`config.mk`:
```
export PLATFORM = sky130hd
export DESIGN_NAME = countdown_timer
export DESIGN_NICKNAME = d
export VERILOG_FILES = /design/src/rtl/countdown_timer.sv
export SDC_FILE = /design/constraint.sdc
export NUM_CORES = 1
export LEC_CHECK = 0
export BUFFER_PORTS_ARGS = -buffer_cell sky130_fd_sc_hd__buf_4
export CAP_MARGIN = 40
export CORE_ASPECT_RATIO = 0.6
export CORE_MARGIN = 3
export CORE_UTILIZATION = 55
export DETAILED_ROUTE_END_ITERATION = 10
export HOLD_SLACK_MARGIN = 0.08
export PLACE_DENSITY = 0.81
export SLEW_MARGIN = 20
export SYNTH_ARGS = -nofsm -noshare
export SYNTH_HDL_FRONTEND = slang
export SYNTH_SLANG_ARGS = --single-unit
```
`constraint.sdc`:
```
create_clock -name clk -period 4.7 [get_ports clk]
set_input_delay 0.47 -clock clk [delete_from_list [all_inputs] [get_ports clk]]
set_output_delay 0.47 -clock clk [all_outputs]
set_load 0.02 [all_outputs]
```
`src/rtl/countdown_timer.sv`:
```
// countdown_timer: seconds countdown feeding the two-digit display.
// Ports: clk, rst (async, active-high); start/load_val load a value,
//        hold freezes, cancel aborts; countdown_val, busy, timeout out.
module countdown_timer #(
    parameter int CLK_FREQ = 100_000_000,
    parameter int MAX_SEC  = 99
) (
    input  logic       clk,
    input  logic       rst,
    input  logic       start,
    input  logic [7:0] load_val,
    input  logic       hold,
    input  logic       cancel,
    output logic [7:0] countdown_val,
    output logic       busy,
    output logic       timeout
);

    localparam int PW = (CLK_FREQ > 1) ? $clog2(CLK_FREQ) : 1;
    localparam logic [PW-1:0] P_TC = PW'(CLK_FREQ - 1);
    localparam logic [7:0] MAX_V = 8'(MAX_SEC);

    localparam logic [0:0] S_IDLE  = 1'b0;
    localparam logic [0:0] S_COUNT = 1'b1;

    logic [0:0]    state_q, state_d;
    logic [PW-1:0] pcnt_q, pcnt_d;
    logic [7:0]    cnt_q, cnt_d;
    logic          busy_q, busy_d;
    logic          timeout_q, timeout_d;
    logic [7:0]    lv;

    assign lv = (load_val > MAX_V) ? MAX_V : load_val;

    always_comb begin
        state_d   = state_q;
        pcnt_d    = pcnt_q;
        cnt_d     = cnt_q;
        busy_d    = busy_q;
        timeout_d = 1'b0;
        case (state_q)
            S_IDLE: begin
                if (start) begin
                    if (lv != 8'd0) begin
                        state_d = S_COUNT;
                        cnt_d   = lv;
                        busy_d  = 1'b1;
                        pcnt_d  = '0;
                    end else begin
                        // zero load expires immediately without counting
                        timeout_d = 1'b1;
                    end
                end
            end
            default: begin
                if (cancel) begin
                    state_d = S_IDLE;
                    cnt_d   = 8'd0;
                    busy_d  = 1'b0;
                    pcnt_d  = '0;
                end else if (start && lv != 8'd0) begin
                    cnt_d  = lv;
                    pcnt_d = '0;
                end else if (start) begin
                    // restart with zero behaves like natural expiry
                    state_d   = S_IDLE;
                    cnt_d     = 8'd0;
                    busy_d    = 1'b0;
                    pcnt_d    = '0;
                    timeout_d = 1'b1;
                end else if (hold) begin
                    // everything frozen, partial second preserved
                end else if (pcnt_q == P_TC) begin
                    pcnt_d = '0;
                    if (cnt_q > 8'd1) begin
                        cnt_d = cnt_q - 8'd1;
                    end else begin
                        state_d   = S_IDLE;
                        cnt_d     = 8'd0;
                        busy_d    = 1'b0;
                        timeout_d = 1'b1;
                    end
                end else begin
                    pcnt_d = pcnt_q + 1'b1;
                end
            end
        endcase
    end

    always_ff @(posedge clk or posedge rst) begin
        if (rst) begin
            state_q   <= S_IDLE;
            pcnt_q    <= '0;
            cnt_q     <= 8'd0;
            busy_q    <= 1'b0;
            timeout_q <= 1'b0;
        end else begin
            state_q   <= state_d;
            pcnt_q    <= pcnt_d;
            cnt_q     <= cnt_d;
            busy_q    <= busy_d;
            timeout_q <= timeout_d;
        end
    end

    assign countdown_val = cnt_q;
    assign busy          = busy_q;
    assign timeout       = timeout_q;

endmodule

```
==> results.yml <==
die:
  initial_core_util_pct: 60.8
  fp.dieW_um: 90.7
  die_area_um2: 5150
  core_um2: 3890
  io_pins: 23
  die_y_um: 56.8
  rows: 17
critical_path:
  end_kind: "flop"
  startpoint_type: "flop"
  path_class: "flop to flop"
  worst_ep_required_time_ns: 4.85
  cp_max_fo: 16
  cp.arrival_ns: 2.75
final_layout:
  fillers: 303
  antenna_cells: 0
  final_nets: 308
  syn2layout_area_growth_pct: 11.9
  drive_gt1_share_pct: 16.5
  fin_area_um2: 2650
global_route:
  grt.overflow.total: 0
  track_usage_pct: 24.2
  first_global_vias: 1959
  antenna_found_initial: 0
  grt_pass1_wl_mm: 9.86
  grt_max_degree: 39
synth:
  ys_top_cells_by_count: "38 x dfrtp_1, 32 x nand2_1, 25 x nand3_1"
  ys_async_sr_fraction_pct: 100
  synth_top_flop_cell: "dfrtp_1"
  yosysSeqAreaShare_pct: 40.2
  yosysWarnings: 0
  syn_area_um2: 2370
  ys_types: 56
  syn_avg_cell_area_um2: 8.74
  syn_nets: 287
  netlist.area_leader.share_pct: 40.2
  ys_top_cells_by_area: "dfrtp_1 40%, nand3_1 5.3%, nand2_1 5.1%, o31ai_1 4.4%, or4_1 4.1%"
  synth-seq-cells: 38
  synth.most_common_cell: "dfrtp_1"
  synth.largest_area_cell: "dfrtp_1"
  synth-edff-count: 0
  syn_inst: 271
pwr:
  power_density_nw_per_um2: 373
  ir_drop_mv: 0.306
  leakage_nw: 1.05
clock_network:
  h-tree-depth: 2
  cts-hold-fix-buffers: 0
  cts-buffers-inserted: 5
  clk_pin_slew_ns: 0.07
  cts_tree: "done"
  clock_sinks: 38
  cts_root_buf: "clkbuf_8"
  cts_max_path_buffers: 2
  insertion_delay_ns: 0.29
  post_cts_buffers: 0
  post_cts_resized: 0
detailed_routing:
  antenna_left: 0
  first_iter_violations: 272
  avgViaCountPerCell: 6.49
  wl_per_cell_um: 17.2
  drt_pre_antenna_iters: 5
  finalWirelength_mm: 5.98
  num_vias: 2258
  remaining_drc_errors: 0
timing:
  tns_ns: 0
  fin_crit_sh_pct: 55.3
  slew_violations: 0
  slew_headroom_pct: 41.1
  worstMarginPinSlew_ns: 0.875
  grt_setup_unrepaired: "no"
  setup_viol: 0
  finalHoldViolCount: 0
  fmax_mhz: 385
  fin_crit_ns: 2.60
  skew_ns: 0.00461
run_status:
  status: "finished clean"
placed_design:
  port_buffers: 22
  place.gp.congestion: 0.903
  dpl.hpwl_mm: 4.29
  dpl_cell_area_um2: 2550
job:
  max_cap_viol_count: 0
hold_path:
  hp-class: "primary input to async pin"
-- placed cells by master, fill, tap and decap left out, drive strengths merged, types with 3 or more instances in the layout --
cell	count
dfrtp	38
nand2	32
buf	26
nand3	26
o21ai	19
a21oi	14
o31ai	14
or4	14
nor2	13
clkbuf	7
nand4	6
a31oi	6
and3	6
nand2b	5
inv	5
nor4	5
or2	4
o311ai	4
or3	4
o2bb2ai	4
a32oi	4
nor3	4
and2	3
ha	3
-- stage by stage --
step	utilization [%]	total power (W)	hold WS [ns]	setup slack, ns	cells
2_1_floorplan	-	0.000639	0.486	2.62	271
3_3_place_gp	65.4	0.000747	0.508	2.11	339
3_5_place_dp	65.4	0.000755	0.513	2.06	339
4_1_cts	67.6	0.000975	0.305	2.04	345
5_1_grt	68.1	0.00105	0.337	1.91	348
6_report	68.1	0.000988	0.285	2.10	348
-- metal layers --
metal  track usage, %  wire length, µm  share of wire [%]
met3             7.63              542                9.1
met2             30.7             2400                 40
met5                0                0                  0
met1             38.1             2990                 50
met4             6.75               52               0.87
-- area by class of cell --
type,count,area [µm²],share of cell area [%]
timing repair buffer,27,200,7.55
inverter,5,18.8,0.708
tap,57,71.3,2.69
multi-input combinational,215,1330,50.0
sequential,38,951,35.9
clock buffer,6,82.6,3.12
-- worst max-delay path, cell delays in order (launching register included) --
cell and delay [ns]:
dfrtp_1 0.43, ha_1 0.27, and4_1 0.29, nand4_1 0.14, o21a_1 0.52, nand2_1 0.34
o311ai_0 0.46
-- path summary, 6_finish.rpt --
check | startpoint | end | slack, ns | cells after the start
worst min register to register | busy | busy | 0.54 | 1
worst min-delay path | rst | countdown_val[4] | 0.28 | 3
min in group clk | hold | pcnt_q[14] | 0.52 | 3
max in group asynchronous | rst | countdown_val[3] | 4.08 | 3
worst max-delay path | pcnt_q[0] | pcnt_q[7] | 2.10 | 6
worst max register to register | pcnt_q[0] | pcnt_q[7] | 2.10 | 6
-- cell families after synthesis --
group                    count (synthesis)  share of synthesized area, %
buffers and inverters                   18                          3.81
adder cells (fa/ha/maj)                  3                          1.59
flip-flops                              38                          40.2
AND/OR/NAND/NOR                        132                          31.3
multiplexers                             1                         0.423
AO/OA/AOI/OAI                           79                          22.7
-- power breakdown --
part | internal, W | switching, W | total [W]
logic | 0.000129 | 0.000220 | 0.000349
registers | 0.000363 | 0.0000542 | 0.000418
clock network | 0.000113 | 0.000108 | 0.000221
total | 0.000605 | 0.000383 | 0.000988
-- flip-flops by register name (all words and copies together) (netlist names) --
| name | cells |
|---|---|
| state_q | 1 |
| busy | 1 |
| countdown_val | 8 |
| pcnt_q | 27 |
| timeout | 1 |
Power figures use the tool's default switching activity.
